[config.mk]
export PLATFORM = sky130hd
export DESIGN_NAME = gnt_pulse_arbiter
export DESIGN_NICKNAME = d
export VERILOG_FILES = /design/src/rtl/gnt_pulse_arbiter.sv
export SDC_FILE = /design/constraint.sdc
export NUM_CORES = 1
export LEC_CHECK = 0
export CAP_MARGIN = 20
export CORE_ASPECT_RATIO = 0.9
export CORE_MARGIN = 3
export CORE_UTILIZATION = 40
export DETAILED_ROUTE_END_ITERATION = 8
export PLACE_DENSITY_LB_ADDON = 0.3
export SKIP_CTS_REPAIR_TIMING = 1
export SLEW_MARGIN = 10
export SYNTH_ARGS = -nofsm -noshare
export SYNTH_HDL_FRONTEND = slang
export SYNTH_SLANG_ARGS = --single-unit
[constraint.sdc]
create_clock -name clk -period 1.9 [get_ports clk]
set_input_delay 0.285 -clock clk [delete_from_list [all_inputs] [get_ports clk]]
set_output_delay 0.285 -clock clk [all_outputs]
set_load 0.01 [all_outputs]
[src/rtl/gnt_pulse_arbiter.sv]
// Round-robin grant-pulse sender: one-hot registered grant of exactly GNT_CYCLES clocks,
// at least GAP_CYCLES low clocks between pulses, plus a sticky per-requester starvation flag.
module gnt_pulse_arbiter #(
  parameter int NUM_REQ    = 4,
  parameter int GNT_CYCLES = 8,
  parameter int GAP_CYCLES = 1,
  parameter int TIMEOUT    = 64
) (
  input  logic                       clk,
  input  logic                       reset,
  input  logic [NUM_REQ-1:0]         req,
  output logic [NUM_REQ-1:0]         gnt,
  output logic [$clog2(NUM_REQ)-1:0] gnt_id,
  output logic                       busy,
  output logic [NUM_REQ-1:0]         starve,
  output logic [1:0]                 dbg_state
);

  localparam int IDW  = $clog2(NUM_REQ);
  localparam int CMAX = (GNT_CYCLES > GAP_CYCLES) ? GNT_CYCLES : GAP_CYCLES;
  localparam int CW   = $clog2(CMAX + 1);
  localparam int WW   = $clog2(TIMEOUT + 1);

  typedef enum logic [1:0] {
    S_IDLE  = 2'd0,
    S_GRANT = 2'd1,
    S_GAP   = 2'd2
  } state_t;

  state_t             state_q, state_d;
  logic [CW-1:0]      cnt_q, cnt_d;
  logic [NUM_REQ-1:0] gnt_q, gnt_d;
  logic [IDW-1:0]     gnt_id_q, gnt_id_d;
  logic [IDW-1:0]     rr_q, rr_d;
  logic [IDW-1:0]     winner, winner_nxt;
  logic [IDW:0]       arb_sum;
  logic               arb_found;
  logic               grant_now;
  logic [WW-1:0]      wait_q [NUM_REQ];
  logic [WW-1:0]      wait_d [NUM_REQ];
  logic [NUM_REQ-1:0] starve_q, starve_d;

  // Scan requesters starting at the rr pointer, wrapping; first set bit wins.
  always_comb begin
    winner    = '0;
    arb_found = 1'b0;
    arb_sum   = '0;
    for (int k = 0; k < NUM_REQ; k++) begin
      arb_sum = {1'b0, rr_q} + (IDW+1)'(k);
      if (arb_sum >= (IDW+1)'(NUM_REQ)) arb_sum = arb_sum - (IDW+1)'(NUM_REQ);
      if (!arb_found && req[arb_sum[IDW-1:0]]) begin
        arb_found = 1'b1;
        winner    = arb_sum[IDW-1:0];
      end
    end
    winner_nxt = (winner == IDW'(NUM_REQ - 1)) ? '0 : winner + IDW'(1);
  end

  always_comb begin
    state_d   = state_q;
    cnt_d     = cnt_q;
    gnt_d     = gnt_q;
    gnt_id_d  = gnt_id_q;
    rr_d      = rr_q;
    grant_now = 1'b0;
    case (state_q)
      S_IDLE: begin
        if (|req) grant_now = 1'b1;
      end
      S_GRANT: begin
        if (cnt_q == CW'(GNT_CYCLES - 1)) begin
          state_d = S_GAP;
          cnt_d   = '0;
          gnt_d   = '0;
        end else begin
          cnt_d = cnt_q + CW'(1);
        end
      end
      S_GAP: begin
        if (cnt_q == CW'(GAP_CYCLES - 1)) begin
          if (|req) grant_now = 1'b1;
          else      state_d   = S_IDLE;
        end else begin
          cnt_d = cnt_q + CW'(1);
        end
      end
      default: begin
        state_d = S_IDLE;
        gnt_d   = '0;
      end
    endcase
    // A new pulse starts on the same edge the arbitration happens.
    if (grant_now) begin
      state_d  = S_GRANT;
      cnt_d    = '0;
      gnt_d    = NUM_REQ'(1) << winner;
      gnt_id_d = winner;
      rr_d     = winner_nxt;
    end
  end

  // Watchdog counts clocks spent requesting without holding the grant.
  always_comb begin
    starve_d = starve_q;
    for (int i = 0; i < NUM_REQ; i++) begin
      wait_d[i] = '0;
      if (req[i] && !gnt_q[i]) begin
        wait_d[i] = (wait_q[i] == WW'(TIMEOUT)) ? wait_q[i] : wait_q[i] + WW'(1);
      end
      if (wait_d[i] == WW'(TIMEOUT)) starve_d[i] = 1'b1;
    end
  end

  always_ff @(posedge clk or posedge reset) begin
    if (reset) begin
      state_q  <= S_IDLE;
      cnt_q    <= '0;
      gnt_q    <= '0;
      gnt_id_q <= '0;
      rr_q     <= '0;
      starve_q <= '0;
      for (int i = 0; i < NUM_REQ; i++) wait_q[i] <= '0;
    end else begin
      state_q  <= state_d;
      cnt_q    <= cnt_d;
      gnt_q    <= gnt_d;
      gnt_id_q <= gnt_id_d;
      rr_q     <= rr_d;
      starve_q <= starve_d;
      for (int i = 0; i < NUM_REQ; i++) wait_q[i] <= wait_d[i];
    end
  end

  assign gnt       = gnt_q;
  assign gnt_id    = gnt_id_q;
  assign busy      = (state_q != S_IDLE);
  assign starve    = starve_q;
  assign dbg_state = state_q;

endmodule

Word level (Yosys, flattened, before mapping)
Cells that the tools add are included.

word-level totals
  RAM bits = 0
  bits of input ports = 6
  latch bits = 0
  bits in read-only memories = 0
  logic and storage cells = 119
  output and inout port bits = 13
  flip-flop bits (word level) = 46
  memories = 0

operators by class
  add/subtract/negate cells = 13
  mux-type cells = 43
  reduce and logical (&&, ||, !) cells = 23
  equal/unequal tests = 18
  bitwise logic cells = 0
  $lt $le $gt $ge = 8
  div/mod/pow operators = 0
  multipliers = 0
  shift operators = 1

operator list
  cell                                                                    number
  7-bit equality test (second input constant)                             8
  7-bit two-way mux                                                       8
  7-bit by 1-bit adder with 7-bit output (second input constant)          4
  2-bit two-way mux                                                       13
  4-bit two-way mux                                                       5
  4-bit one-hot mux with 2 select lines                                   2
  2-bit by 3-bit < comparator with 1-bit output (second input constant)   4
  3-bit inequality test (second input constant)                           4
  3-bit >= comparator (second input constant)                             3
  1-bit two-way mux                                                       9
  1-bit binary-select mux with 2-bit select                               4
  2-bit by 1-bit subtractor with 2-bit output (second input constant)     4
  1-bit logical AND                                                       7
  1-bit zero test                                                         7
  2-bit by 2-bit adder with 3-bit output (second input constant)          2
  2-bit one-hot mux with 3 select lines                                   1
  4-bit by 1-bit adder with 4-bit output (second input constant)          1
  2-bit equality test (second input constant)                             2
  4-bit by 3-bit equality test with 1-bit output (second input constant)  1
  4-bit zero test                                                         1
  2-bit AND reduction                                                     2
  4-bit AND reduction                                                     1
  4-bit OR reduction                                                      1
  1-bit by 2-bit << shifter with 4-bit output (first input constant)      1
  11 further kinds                                                        11

Depth between registers and ports, before layout
  depth after elaboration = 16
  depth in mapped cells = 8
  depth with buffers taken out = 7

Worst setup path before layout
Ideal clock, no wire load.

  path type = register to register
  start point = reg wait_q[0] (netlist name)
  end point = reg starve_q[3], in the netlist starve[3]
  stages on the path, launching flop included = 8
  required time = 1.780 ns
  setup slack = 0.172 ns
  library setup time = 0.120 ns
  clock period less this slack = 1.728 ns
  path buffers = 0
  arrival = 1.607 ns
  path through = dfrtp_1 -> inv_1 -> ha_1 -> nor4bb_1 -> nand2_1 -> nand2b_1 -> a311o_1 -> a41o_1

between the ends
  longest elaborated chain between the ends = 4
  elaborated cells on any way between the ends = 5
  classes of those cells = 1 x add/sub; 2 x eq/ne; 2 x mux

ends and longest elaborated chain
  what                                                                           line  source
  from (decl)                                                                    39    logic [WW-1:0] wait_q [NUM_REQ];
  7-bit by 1-bit adder with 7-bit output or 7-bit equality test (tied branches)  108   wait_d[i] = (wait_q[i] == WW'(TIMEOUT)) ? wait_q[i] : wait_q[i] + WW'(1);
  7-bit two-way mux (*)                                                          108
  7-bit two-way mux (*)                                                          107   if (req[i] && !gnt_q[i]) begin
  7-bit equality test (*)                                                        110   if (wait_d[i] == WW'(TIMEOUT)) starve_d[i] = 1'b1;
  to (signal assigned)                                                           129   starve_q <= starve_d;
  to (decl)                                                                      41    logic [NUM_REQ-1:0] starve_q, starve_d;

Mark *: on every way between the ends. The rest lies on a longest branch, timed or not.
A chain may end at the register's enable or synchronous reset.

Worst setup path in the final report
  start point = reg state_q[0], in the netlist dbg_state[0]
  end point = out busy

between the ends
  longest elaborated chain between the ends = 1

ends and longest elaborated chain
  what                    line  source
  from (decl)             30    state_t state_q, state_d;
  from (signal assigned)  124   state_q <= state_d;
  2-bit nonzero test      136   assign busy = (state_q != S_IDLE);
  to (decl)               14    output logic busy,

Every way passes these cells.

==> out/qor.yml <==
yosysWarnings: 0
cts_buffers: 5
reg2reg_from: "cnt_q[0]$_DFFE_PP0P_"
leakage_uw: 0.00140
antenna_found_initial: 0
rows: 26
ys_seq_area_share_pct: 45.4
worstPathArrival_ns: 1.54
synth_cells: 262
ys_seq_elements: 46
insertedDiodeCount: 0
ir_drop_uv: 651
synth_nets: 282
grt_pass1_wl_um: 8680
setup_tns_ns: 0
fin_cells: 393
routed_via_density: 4.94
avgSynthCellArea_sq_um: 9.67
synthesis.area_sq_um: 2530
num_vias: 1943
cts.sinks: 46
r2r_slack_ns: 0.19
cts_buffer_depth: 2
die-width_um: 89.9
p_per_area_nw_per_um2: 1110
dp.cells: 382
cts_root_buf: "clkbuf_8"
end_kind: "primary output"
drc: 0
detail-route-antenna-nets: 0
drt_wl_total_um: 4760
yosysUniqueCellTypes: 45
die_area_sq_um: 7330
async_flop_share_pct: 100
coreArea_sq_um: 5890
synth-edff-count: 0
grt_overflow: 0
status: "finished, final reports clean"
dpl_cell_area_sq_um: 2980
final-hold-violation-count: 0
hp-class: "primary input to asynchronous set/reset pin"
portBuffers: 18
dp_hpwl_um: 3460
final_util_pct: 53.0
fin_area_sq_um: 3120
drive_above_1_share_pct: 14.9
max_freq_ghz: 0.548
wl_per_cell_um: 12.1
rsz0062_at_grt: "false"
cts_tree: "built"
worst-path-max-fanout: 6
r2r_cells: 8
critPathLaunchType: "flop"
slew-limit-headroom_pct: 63.5
regToRegEndpoint: "gnt[0]$_DFFE_PP0P_"
ys.flop_type: "dfrtp_1"
place_ws_ns: -0.105
dr.pass1.iters: 4
timing.final.crit_share_pct: 96.0
min_period_ns: 1.82
worst_pin_slew_ns: 0.543
areaGrowthSynthToFinish_pct: 23.1
final_max_slew_viol_count: 0
final_nets: 328
gp_congestion: 0.858
cts.clk_slew.worst_paths_ns: 0.08
grt_pass1_vias: 1959
maxCapViolCount: 0
final.setup.worst_slack_ns: 0.0762
cts-htree-levels: 2
die_h_um: 81.5
initial_core_util_pct: 43.0
worstSkewPairLatency_ns: 0.29
io_pins: 19
worstPathRequired_ns: 1.62
gr-usage-all-layers_pct: 14.3
path_class: "flop to primary output"
fin_skew_ns: 0.00385
setup_violations: 0
drtIter0Drc: 98
grt_start_max_net_pins: 47
-- where the power goes --
group	internal [uW]	total (uW)	switching [uW]
registers	1180	1400	218
logic	725	1370	641
clock network	367	686	318
-- final cells by class --
type / count / area [sq um]
clock buffers: 8 / 110
fillers: 554 / 2770
repair buffers: 42 / 370
inverters: 17 / 63.8
well taps: 84 / 105
multi-input cells: 196 / 1320
flip-flops and latches: 46 / 1150
-- cells in the final DEF (no fill, tap or decap), types with 3 or more instances in the layout --
cell type         n
dfrtp_1          46
xnor2_1          13
nand2b_1          9
buf_4            22
nor2b_1           4
and3_1            4
clkdlybuf4s50_1  18
xor2_1           11
a22o_1            4
nor3_1            7
a21oi_1           8
o21a_1            3
mux2i_1           4
nand3b_1          4
a31oi_1           3
ha_1             14
inv_1            16
nand2_1          13
mux2_2            3
o31ai_1           3
nor2_1           44
clkbuf_8          8
nand3_1          13
o21ai_0           6
-- stage by stage --
| stage | hold WS, ns | total power [uW] |
|---|---|---|
| after CTS | 0.339 | 3450 |
| after global routing | 0.368 | 3740 |
| final | 0.328 | 3450 |
| after floorplan | 0.486 | 2180 |
| after global placement | 0.452 | 2710 |
| after detailed placement | 0.455 | 2750 |
-- registers in the layout (all words and copies together) (netlist names) --
register and count:
rr_q 2, cnt_q 4, gnt_id 2, gnt 4, wait_q 28, dbg_state 2, starve 4
-- cell families (layout without fill, tap and decap cells) --
kind of cell	Yosys count	after routing	synth area share, %
XOR/XNOR	24	24	8.30
buffers and inverters	20	67	3.01
flip-flops	46	46	45.4
AO/OA/AOI/OAI	38	38	10.6
AND/OR/NAND/NOR	113	113	22.9
adder cells (fa/ha/maj)	14	14	6.91
multiplexers	7	7	2.91
-- worst max path at each step --
stage	start	end	slack, ns	cells after the start
after global placement	req[2]	gnt_id[1]$_DFFE_PP0P_	-0.03	4
after floorplan	wait_q[0]$_DFF_PP0_	starve[3]$_DFFE_PP0N_	0.17	7
after CTS	cnt_q[0]$_DFFE_PP0P_	gnt[0]$_DFFE_PP0P_	-0.08	7
final	dbg_state[0]$_DFFE_PP0P_	busy	0.08	2
after global routing	dbg_state[0]$_DFFE_PP0P_	busy	0.02	2
after detailed placement	req[0]	rr_q[1]$_DFFE_PP0P_	-0.11	7
-- synthesized netlist by cell type (3+ instances only) --
| library cell | count | area share (%) |
|---|---|---|
| nor2b_1 | 4 | 0.99 |
| mux2i_1 | 4 | 1.6 |
| nand3b_1 | 4 | 1.2 |
| a21oi_1 | 8 | 1.6 |
| ha_1 | 14 | 6.9 |
| nand3_1 | 13 | 2.6 |
| o21ai_0 | 6 | 1.2 |
| o21a_1 | 3 | 0.89 |
| xnor2_1 | 13 | 4.5 |
| nor3_1 | 7 | 1.4 |
| nand2b_1 | 9 | 2.2 |
| a22o_1 | 4 | 1.4 |
| nor2_1 | 44 | 6.5 |
| inv_1 | 17 | 2.5 |
| nand2_1 | 13 | 1.9 |
| a31oi_1 | 3 | 0.74 |
| dfrtp_1 | 46 | 45 |
| xor2_1 | 11 | 3.8 |
| o31ai_1 | 3 | 0.89 |
| mux2_2 | 3 | 1.3 |
| and3_1 | 4 | 0.99 |
-- per-layer routing --
metal  up-vias  part of all wire (%)  track usage (%)
li1        993                     -                -
met1       927                    49             17.9
met2        15                    48             25.8
met3         8                   1.9             2.75
met4         0                   1.3             3.82
met5         -                     0                0
-- critical path: stages, from the launching register on --
cell and delay (ns):
dfrtp_1 0.46, or2_2 0.31, clkdlybuf4s50_1 0.48
(Power assumes the default switching activity.)
